--- config.mk ---
export PLATFORM = sky130hd
export DESIGN_NAME = dmem_ctrl_flat
export DESIGN_NICKNAME = d
export VERILOG_FILES = /design/src/rtl/dmem_ctrl_if.sv /design/src/rtl/dmem_ctrl.sv /design/src/flat_wrapper.sv
export SDC_FILE = /design/constraint.sdc
export NUM_CORES = 1
export LEC_CHECK = 0
export CAP_MARGIN = 10
export CELL_PAD_IN_SITES_DETAIL_PLACEMENT = 1
export CELL_PAD_IN_SITES_GLOBAL_PLACEMENT = 2
export CORE_UTILIZATION = 27
export CTS_BUF_LIST = sky130_fd_sc_hd__clkbuf_4
export CTS_CLUSTER_DIAMETER = 200
export DETAILED_ROUTE_END_ITERATION = 12
export HOLD_SLACK_MARGIN = 0.12
export PLACE_DENSITY_LB_ADDON = 0.3
export SLEW_MARGIN = 20
export SYNTH_ARGS = -nofsm -noshare
export SYNTH_HDL_FRONTEND = slang
export SYNTH_SLANG_ARGS = --single-unit
export TNS_END_PERCENT = 50
--- constraint.sdc ---
create_clock -name clk -period 3.4 [get_ports clk]
set_input_delay 0.68 -clock clk [delete_from_list [all_inputs] [get_ports clk]]
set_output_delay 0.68 -clock clk [all_outputs]
set_load 0.02 [all_outputs]
--- src/rtl/dmem_ctrl_if.sv ---
// Data-bus port of the memory-stage load/store controller.
// master = controller side, slave = memory/bus consumer side.
interface dmem_ctrl_if #(
  parameter int ADDR_W = 32,
  parameter int DATA_W = 32
);
  logic              bus_req;
  logic              bus_we;
  logic [ADDR_W-1:0] bus_addr;
  logic [DATA_W-1:0] bus_wdata;
  logic [3:0]        bus_be;
  logic              bus_gnt;
  logic              bus_rvalid;
  logic [DATA_W-1:0] bus_rdata;

  modport master (
    output bus_req, bus_we, bus_addr, bus_wdata, bus_be,
    input  bus_gnt, bus_rvalid, bus_rdata
  );

  modport slave (
    input  bus_req, bus_we, bus_addr, bus_wdata, bus_be,
    output bus_gnt, bus_rvalid, bus_rdata
  );
endinterface

--- src/rtl/dmem_ctrl.sv ---
// Memory-stage load/store sequencer: sizing, alignment faults, lane steering,
// load extraction/extension and a bus timeout, one response per accepted request.
module dmem_ctrl #(
  parameter int ADDR_W         = 32,
  parameter int DATA_W         = 32,
  parameter int TIMEOUT_CYCLES = 64
) (
  input  logic              clk,
  input  logic              rst,
  input  logic              req_valid,
  input  logic              req_we,
  input  logic [1:0]        req_size,
  input  logic              req_unsigned,
  input  logic [ADDR_W-1:0] req_addr,
  input  logic [DATA_W-1:0] req_wdata,
  output logic              stall_out,
  output logic              resp_valid,
  output logic [DATA_W-1:0] resp_rdata,
  output logic              resp_err,
  output logic              misaligned,
  dmem_ctrl_if.master       bus
);

  localparam int CW = $clog2(TIMEOUT_CYCLES + 1);

  typedef enum logic [1:0] {IDLE, ISSUE, WAIT, DONE} state_e;

  state_e            state_q, state_d;
  logic [CW-1:0]     cnt_q, cnt_d;
  logic              we_q, we_d;
  logic [1:0]        size_q, size_d;
  logic              uns_q, uns_d;
  logic [ADDR_W-1:0] addr_q, addr_d;
  logic [DATA_W-1:0] wdata_q, wdata_d;
  logic [3:0]        be_q, be_d;
  logic [DATA_W-1:0] rdata_q, rdata_d;
  logic              err_q, err_d;

  logic              legal;
  logic              timeout;
  logic [7:0]        lane_b;
  logic [15:0]       lane_h;
  logic [DATA_W-1:0] load_ext;
  logic [DATA_W-1:0] st_data;
  logic [3:0]        st_be;

  always_comb begin
    legal = 1'b0;
    case (req_size)
      2'b00:   legal = 1'b1;
      2'b01:   legal = ~req_addr[0];
      2'b10:   legal = (req_addr[1:0] == 2'b00);
      default: legal = 1'b0;
    endcase
  end

  // Store data is replicated across lanes so the slave can pick it with be alone.
  always_comb begin
    st_data = req_wdata;
    st_be   = 4'b1111;
    case (req_size)
      2'b00: begin
        st_data = {4{req_wdata[7:0]}};
        st_be   = 4'b0001 << req_addr[1:0];
      end
      2'b01: begin
        st_data = {2{req_wdata[15:0]}};
        st_be   = 4'b0011 << req_addr[1:0];
      end
      default: ;
    endcase
  end

  always_comb begin
    lane_b = bus.bus_rdata[7:0];
    case (addr_q[1:0])
      2'b00: lane_b = bus.bus_rdata[7:0];
      2'b01: lane_b = bus.bus_rdata[15:8];
      2'b10: lane_b = bus.bus_rdata[23:16];
      2'b11: lane_b = bus.bus_rdata[31:24];
    endcase
    lane_h   = addr_q[1] ? bus.bus_rdata[31:16] : bus.bus_rdata[15:0];
    load_ext = bus.bus_rdata;
    case (size_q)
      2'b00:   load_ext = uns_q ? {24'b0, lane_b} : {{24{lane_b[7]}}, lane_b};
      2'b01:   load_ext = uns_q ? {16'b0, lane_h} : {{16{lane_h[15]}}, lane_h};
      default: load_ext = bus.bus_rdata;
    endcase
  end

  assign timeout = (cnt_q == CW'(TIMEOUT_CYCLES - 1));

  always_comb begin
    state_d       = state_q;
    cnt_d         = cnt_q;
    we_d          = we_q;
    size_d        = size_q;
    uns_d         = uns_q;
    addr_d        = addr_q;
    wdata_d       = wdata_q;
    be_d          = be_q;
    rdata_d       = rdata_q;
    err_d         = err_q;
    stall_out     = 1'b0;
    resp_valid    = 1'b0;
    resp_rdata    = '0;
    resp_err      = 1'b0;
    misaligned    = 1'b0;
    bus.bus_req   = 1'b0;
    bus.bus_we    = 1'b0;
    bus.bus_addr  = '0;
    bus.bus_wdata = '0;
    bus.bus_be    = 4'b0000;
    case (state_q)
      IDLE: begin
        if (req_valid) begin
          if (legal) begin
            stall_out = 1'b1;
            we_d      = req_we;
            size_d    = req_size;
            uns_d     = req_unsigned;
            addr_d    = req_addr;
            wdata_d   = st_data;
            be_d      = st_be;
            rdata_d   = '0;
            err_d     = 1'b0;
            cnt_d     = '0;
            state_d   = ISSUE;
          end else begin
            misaligned = 1'b1;
          end
        end
      end
      ISSUE: begin
        stall_out     = 1'b1;
        bus.bus_req   = 1'b1;
        bus.bus_we    = we_q;
        bus.bus_addr  = {addr_q[ADDR_W-1:2], 2'b00};
        bus.bus_wdata = wdata_q;
        bus.bus_be    = be_q;
        cnt_d         = cnt_q + 1'b1;
        // Timeout wins over a same-cycle grant; rvalid is never looked at here.
        if (timeout) begin
          err_d   = 1'b1;
          rdata_d = '0;
          state_d = DONE;
        end else if (bus.bus_gnt) begin
          state_d = we_q ? DONE : WAIT;
        end
      end
      WAIT: begin
        stall_out = 1'b1;
        cnt_d     = cnt_q + 1'b1;
        if (timeout) begin
          err_d   = 1'b1;
          rdata_d = '0;
          state_d = DONE;
        end else if (bus.bus_rvalid) begin
          rdata_d = load_ext;
          state_d = DONE;
        end
      end
      DONE: begin
        resp_valid = 1'b1;
        resp_rdata = rdata_q;
        resp_err   = err_q;
        state_d    = IDLE;
      end
      default: state_d = IDLE;
    endcase
  end

  always_ff @(posedge clk) begin
    if (rst) begin
      state_q <= IDLE;
      cnt_q   <= '0;
      we_q    <= 1'b0;
      size_q  <= 2'b00;
      uns_q   <= 1'b0;
      addr_q  <= '0;
      wdata_q <= '0;
      be_q    <= 4'b0000;
      rdata_q <= '0;
      err_q   <= 1'b0;
    end else begin
      state_q <= state_d;
      cnt_q   <= cnt_d;
      we_q    <= we_d;
      size_q  <= size_d;
      uns_q   <= uns_d;
      addr_q  <= addr_d;
      wdata_q <= wdata_d;
      be_q    <= be_d;
      rdata_q <= rdata_d;
      err_q   <= err_d;
    end
  end

endmodule
--- src/flat_wrapper.sv ---
// flat-port wrapper written by rule: the top's interface ports become plain ports
module dmem_ctrl_flat 
#(
  parameter int ADDR_W         = 32,
  parameter int DATA_W         = 32,
  parameter int TIMEOUT_CYCLES = 64
)
  (clk, rst, req_valid, req_we, req_size, req_unsigned, req_addr, req_wdata, stall_out, resp_valid, resp_rdata, resp_err, misaligned, bus_bus_req, bus_bus_we, bus_bus_addr, bus_bus_wdata, bus_bus_be, bus_bus_gnt, bus_bus_rvalid, bus_bus_rdata);
  dmem_ctrl_if #(.ADDR_W(ADDR_W), .DATA_W(DATA_W)) bus_i ();
  input  logic clk;
  input  logic rst;
  input  logic req_valid;
  input  logic req_we;
  input  logic [1:0] req_size;
  input  logic req_unsigned;
  input  logic [ADDR_W-1:0] req_addr;
  input  logic [DATA_W-1:0] req_wdata;
  output logic stall_out;
  output logic resp_valid;
  output logic [DATA_W-1:0] resp_rdata;
  output logic resp_err;
  output logic misaligned;
  output wire logic [$bits(bus_i.bus_req)-1:0] bus_bus_req;
  output wire logic [$bits(bus_i.bus_we)-1:0] bus_bus_we;
  output wire logic [$bits(bus_i.bus_addr)-1:0] bus_bus_addr;
  output wire logic [$bits(bus_i.bus_wdata)-1:0] bus_bus_wdata;
  output wire logic [$bits(bus_i.bus_be)-1:0] bus_bus_be;
  input wire logic [$bits(bus_i.bus_gnt)-1:0] bus_bus_gnt;
  input wire logic [$bits(bus_i.bus_rvalid)-1:0] bus_bus_rvalid;
  input wire logic [$bits(bus_i.bus_rdata)-1:0] bus_bus_rdata;
  assign bus_bus_req = bus_i.bus_req;
  assign bus_bus_we = bus_i.bus_we;
  assign bus_bus_addr = bus_i.bus_addr;
  assign bus_bus_wdata = bus_i.bus_wdata;
  assign bus_bus_be = bus_i.bus_be;
  assign bus_i.bus_gnt = bus_bus_gnt;
  assign bus_i.bus_rvalid = bus_bus_rvalid;
  assign bus_i.bus_rdata = bus_bus_rdata;
  dmem_ctrl #(.ADDR_W(ADDR_W), .DATA_W(DATA_W), .TIMEOUT_CYCLES(TIMEOUT_CYCLES)) u_core (.clk(clk), .rst(rst), .req_valid(req_valid), .req_we(req_we), .req_size(req_size), .req_unsigned(req_unsigned), .req_addr(req_addr), .req_wdata(req_wdata), .stall_out(stall_out), .resp_valid(resp_valid), .resp_rdata(resp_rdata), .resp_err(resp_err), .misaligned(misaligned), .bus(bus_i));
endmodule
Word-level counts from Yosys, hierarchy flattened
Index checks and enable logic that the tools add are counted.
Widths: inputs -> output; s select.

cells by class
  add/subtract/negate cells = 1
  multiply operators = 0
  div/mod/pow operators = 0
  order comparisons = 0
  equal/unequal tests = 16
  shifts and indexed selects = 2
  mux-type cells = 43
  bitwise logic cells = 1
  reductions and logical operators = 13

operator list
  cell                 count
  $mux 32              10
  $pmux 32 s2          2
  $pmux 32 s3          1
  $pmux 8 s4           1
  $mux 16              1
  $mux 7               2
  $pmux 7 s2           1
  $mux 1               13
  $mux 2               6
  $eq 2x2->1 const B   5
  $logic_not 2->1      5
  $eq 2x1->1 const B   4
  $pmux 2 s4           1
  $pmux 4 s2           1
  $reduce_and 4->1     2
  $add 7x1->7 const B  1
  $eq 7x6->1 const B   1
  $ne 2x1->1 const B   3
  $ne 3x2->1 const B   2
  $reduce_and 3->1     2
  $reduce_and 5->1     1
  $mux 4               1
  $pmux 1 s2           2
  $shl 1x2->4 const A  1
  7 further kinds      7

storage, ports and cells
  register bits = 114
  bits in latches = 0
  RAM bits = 0
  memory bits (read-only) = 0
  output and inout bits = 106
  logic and storage cells = 86
  memories kept = 0

Longest topological paths before layout
Gate-level depths: netlist (run 1).

  depth in word-level cells = 7
  depth in mapped cells = 9

Worst setup path before layout (run 1)
OpenSTA, ideal clock, no wires.

  kind = in2out
  start point = in req_addr[0]
  end point = out stall_out
  arrival time = 2104 ps
  data required time = 2720 ps
  path slack = 616 ps
  stages = 7
  buffers on the path = 2
  cells stage by stage = buf_6 > nor3_1 > nor2_1 > nor2_1 > clkbuf_1 > nor2_1 > nor2_1

on the way
  longest elaborated chain between the ends = 5
  elaborated cells on any way between the ends = 6

ends and longest elaborated chain
  element                                       line                              RTL
  start: declaration                            flat_wrapper.sv:16                input logic [ADDR_W-1:0] req_addr;
  $logic_not 2->1 or $not 1->1 (tied branches)  dmem_ctrl.sv:52, dmem_ctrl.sv:51
  $pmux 1 s3 (*)                                dmem_ctrl.sv:49                   case (req_size)
  $mux 1 (*)                                    dmem_ctrl.sv:117                  if (legal) begin
  $mux 1 (*)                                    dmem_ctrl.sv:116                  if (req_valid) begin
  $pmux 1 s2 (*)                                dmem_ctrl.sv:114                  case (state_q)
  end: declaration                              flat_wrapper.sv:18                output logic stall_out;

Mark *: on every way between the ends. The rest lies on a longest branch, timed or not.

Worst setup path after layout (run 1)
  start point = in req_size[0]
  end point = out stall_out

on the way
  longest elaborated chain between the ends = 5
  elaborated cells on any way between the ends = 7

ends and longest elaborated chain
  element                                   line                RTL
  start: declaration                        flat_wrapper.sv:14  input logic [1:0] req_size;
  $eq 2x2->1, or another cell as far along  dmem_ctrl.sv:49
  $pmux 1 s3 (*)                            dmem_ctrl.sv:49
  $mux 1 (*)                                dmem_ctrl.sv:117
  $mux 1 (*)                                dmem_ctrl.sv:116
  $pmux 1 s2 (*)                            dmem_ctrl.sv:114

Marked as above.

==> results of run 1 <==
[metal layers]
metal,track usage (%),vias to the layer above
li1,-,2858
met1,23.4,2658
met2,27.9,135
met3,6.66,12
met4,4.23,0
met5,0,-
[worst max path at each step]
stage                      startpoint         to  cells after the start
floorplan                 req_addr[0]  stall_out                      7
global placement          req_size[0]  stall_out                      8
finish                    req_size[0]  stall_out                      8
global route        u_core.state_q[0]  stall_out                      5
detailed placement        req_size[0]  stall_out                      8
CTS                 u_core.state_q[0]  stall_out                      5
[synthesized netlist by cell type, types with 10 or more instances]
cell / number / share of area [%]
sky130_fd_sc_hd__a211oi_1: 10 / 1.3
sky130_fd_sc_hd__mux2i_1: 25 / 4.3
sky130_fd_sc_hd__a22oi_1: 11 / 1.4
sky130_fd_sc_hd__clkbuf_1: 44 / 2.8
sky130_fd_sc_hd__a21oi_1: 75 / 6.5
sky130_fd_sc_hd__a22o_1: 19 / 2.9
sky130_fd_sc_hd__nor2_1: 33 / 2.1
sky130_fd_sc_hd__nand2b_1: 21 / 2.3
sky130_fd_sc_hd__inv_1: 17 / 1.1
sky130_fd_sc_hd__dfxtp_1: 114 / 39
sky130_fd_sc_hd__a311oi_1: 10 / 1.5
sky130_fd_sc_hd__o21ai_0: 30 / 2.6
sky130_fd_sc_hd__and2_1: 101 / 11
sky130_fd_sc_hd__nand2_1: 130 / 8.4
[power by group]
| part | switching [uW] | internal [uW] | total, uW |
|---|---|---|---|
| clock network | 541 | 490 | 1030 |
| registers | 77.0 | 1470 | 1540 |
| logic | 847 | 544 | 1390 |
| total | 1460 | 2500 | 3960 |
[cell type report]
type	count	area [sq um]
fillers	2505	12600
well taps	275	344
clock inverters	13	145
clock buffers	17	128
multi-input cells	539	3190
flip-flops and latches	114	2280
diodes	1	2.50
inverters	18	67.6
repair buffers	222	2220
[per-stage QoR]
| stage | cells | setup slack (ns) |
|---|---|---|
| after floorplan | 729 | 0.616 |
| after global placement | 1168 | 0.201 |
| after detailed placement | 1168 | 0.217 |
| after CTS | 1198 | 0.198 |
| after global routing | 1199 | 0.0614 |
| final | 1199 | 0.205 |
[tightest hold or removal path, delay by kind of cell, from the launching register on]
family / cells / cell delay (ns)
AOI/OAI and AO/OA: 1 / 0.05
DFF: 1 / 0.32
and+or+nand+nor: 1 / 0.05
[placed cells by master, fill, tap and decap left out, drive strengths merged, types with 2 or more instances in the layout]
cell type,synthesis,final
nand3b,2,2
o211ai,8,8
o2bb2ai,8,8
or4,2,2
a311oi,10,10
bufinv,0,3
nor2,34,34
and2,101,101
buf,14,15
nand3,4,4
a32o,4,4
inv,17,17
ha,6,6
mux2i,25,25
a22oi,11,11
o21bai,2,2
nor3,8,8
dfxtp,114,114
clkbuf,44,17
o21ai,31,31
o32ai,3,3
nand2,130,130
clkdlybuf4s50,0,207
clkinv,1,10
nand4b,2,2
a22o,19,19
nor4b,2,2
nand2b,21,21
or2,2,2
a211oi,11,11
o22ai,2,2
a21oi,76,76
nor2b,2,2
conb,1,2
[kinds of logic after synthesis]
logic type	after synthesis	share of synthesized area [%]
AOI/OAI and AO/OA	192	21.5
adders and majority gates	6	1.29
buffers and inverters	76	5.80
DFF	114	39.4
muxes	26	4.51
other	1	0.0647
and+or+nand+nor	313	27.4
[state kept, by name (all words and copies together), names as in the netlist]
| name | flops |
|---|---|
| u_core.err_q | 1 |
| u_core.size_q | 2 |
| u_core.we_q | 1 |
| u_core.uns_q | 1 |
| u_core.be_q | 4 |
| u_core.rdata_q | 32 |
| u_core.cnt_q | 7 |
| u_core.state_q | 2 |
| u_core.addr_q | 32 |
| u_core.wdata_q | 32 |
==> results.md, run 1 <==
- Destination of the worst register-to-register timing path: u_core.rdata_q[23]
- Mean post-synth cell area: 7.96 sq um
- Startpoint of the worst-slack reg-to-reg timing path: u_core.state_q[1]
- Worst hold stages: 2
- Async set-or-reset flop fraction in the synthesized netlist: 0%
- Post-CTS clock slew at the launch and capture registers of the worst setup and hold paths: about 0.10 ns
- Yosys Warn Count: 0
- Area overhead of the layout relative to synthesis: 44.6%
- Effective utilization at floorplan: between 20 and 30%
- Critical path class: in2out
- Post-detailed-route wirelength per cell: between 15 and 20 microns
- Later-pin clock latency in the skew report: around 0.53 ns
- Pin count of the biggest net entering global routing: between 90 and 100
- Min-delay src: u_core.wdata_q[3]
- Tcrit/Tclk final: 94.0%
- Final Hold Viols: 0
- Critical path endpoint category: output pin
- Max FO, Critical Path: 3
- Relative slew slack: between 30% and 40%
- Dominant cell type by count on the critical path: sky130_fd_sc_hd__nor2_1
- Number of instances in the synthesized netlist: 728
- Combined area of all synthesized cells: between 0.005 and 0.006 sq mm
- Pre-Repair DR Iteration Count: 4
- Setup-violating endpoint count in the final report: 0
- First-pass GRT wire length: between 30000 and 40000 microns
- DR WL met2: 8820 microns
- Overall die area: approximately 0.022 sq mm
- Max-cap violation count: 0
- Signal arrival time at the worst endpoint: approximately 2.5 ns
- Clock tree from TritonCTS: built
- Highest routed metal layer: met4
- Number of max-slew violations in the final report: 0
- Worst path buffer plus inverter count: 3
- # H-tree levels: 4
- Critical path's top delay family: buffers and inverters
- Fmax: 313 MHz
- Placer's final routability congestion estimate: about 0.73
- Setup crit start kind: primary input
- Actual slew at the worst max-slew pin: about 0.96 ns
- Setup repair after global routing missed its margin: no
- Largest incremental delay on the critical path: 0.68 ns
- Number of global-route vias before repair: around 5500
- P_leak: ~0.0030 uW
- Worst-case vdd ir drop: about 0.00025 V
- Final clock skew: approximately 0.029 ns
- Sinks on the clock net: between 100 and 150
- Shortest clock period the worst path allows after layout: roughly 3.2 ns
- Fraction of the yosys area taken by sequential cells: 39.4%
- Post-synthesis cell type count: 54
- Run status: finished, final reports clean
- Total chip power: ~4000 uW
- Initial antenna violation count: 2
- Total length of routed met3 wires: 1510 microns
- Top-Level Pins: 211
- Ordered list of cells on the worst path: clkdlybuf4s50_1 > nor3_1 > buf_4 > nor2_1 > nor2_4 > nor2_1 > nor2_1 > clkdlybuf4s50_1
- Number of port buffers: 208
- Residual DRC count: 0
- Share of cells above drive strength 1: approximately 5.6%
- Die X: around 150 microns
- Final core occ: 39.9%
- Worst hold slack: between 0.4 and 0.5 ns
- Maximum count of clock buffers along a single path: 2
- CTS resizes: 0
- Number of flops mapped to enable cells by yosys: 0
- Overall global routing resource usage: 18.0%
- Root buffer selected by CTS: sky130_fd_sc_hd__clkbuf_4
- Sum of routed wire length over all layers: 19500 microns
- # Post-CTS Setup Buffers: 0
- Final Instance Area: approximately 0.0084 sq mm
- Post-synthesis sequential element count: around 110
- Number of buffers created by CTS: 17
- Cell row count: 53
- Antenna Nets Post-Route: 0
- Post-CTS Hold Buffers: 0
- Cell area reported after detailed placement: around 0.0081 sq mm
- Initial DRC Count: 190
- Post-DR vias/cell: roughly 4.7
- Worst path slowest cell: sky130_fd_sc_hd__clkdlybuf4s50_1
- Pwr Density: between 400 and 500 mW/mm^2
- R2r setup slk: 1.11 ns
- End point of the worst hold path: u_core.wdata_q[3]
- HPWL Detailed: approximately 13000 microns
- Nets: 1023
- Chip Height: ~150 microns
- Overall overflow remaining after global route: 0
- Leading register cell type out of synthesis: sky130_fd_sc_hd__dfxtp_1
- Core area: roughly 0.021 sq mm
- Wl on met1: about 9000 microns
- Tightest Hold Check Type: reg2reg
- Worst Path Required: 2.72 ns
- Sum Neg Setup Slack: 0 ns
- Via count: roughly 5700
- R2R depth: 7
Power figures use the tool's default switching activity.
==> inputs of run 2 (changes only) <==
--- a/config.mk
+++ b/config.mk
@@ -11,6 +11,7 @@
 export CORE_UTILIZATION = 27
 export CTS_BUF_LIST = sky130_fd_sc_hd__clkbuf_4
 export CTS_CLUSTER_DIAMETER = 200
+export CTS_CLUSTER_SIZE = 25
 export DETAILED_ROUTE_END_ITERATION = 12
 export HOLD_SLACK_MARGIN = 0.12
 export PLACE_DENSITY_LB_ADDON = 0.3
==> results of run 2 <==
Same layout as run 1: the final DEF is identical, and so are final timing and power.
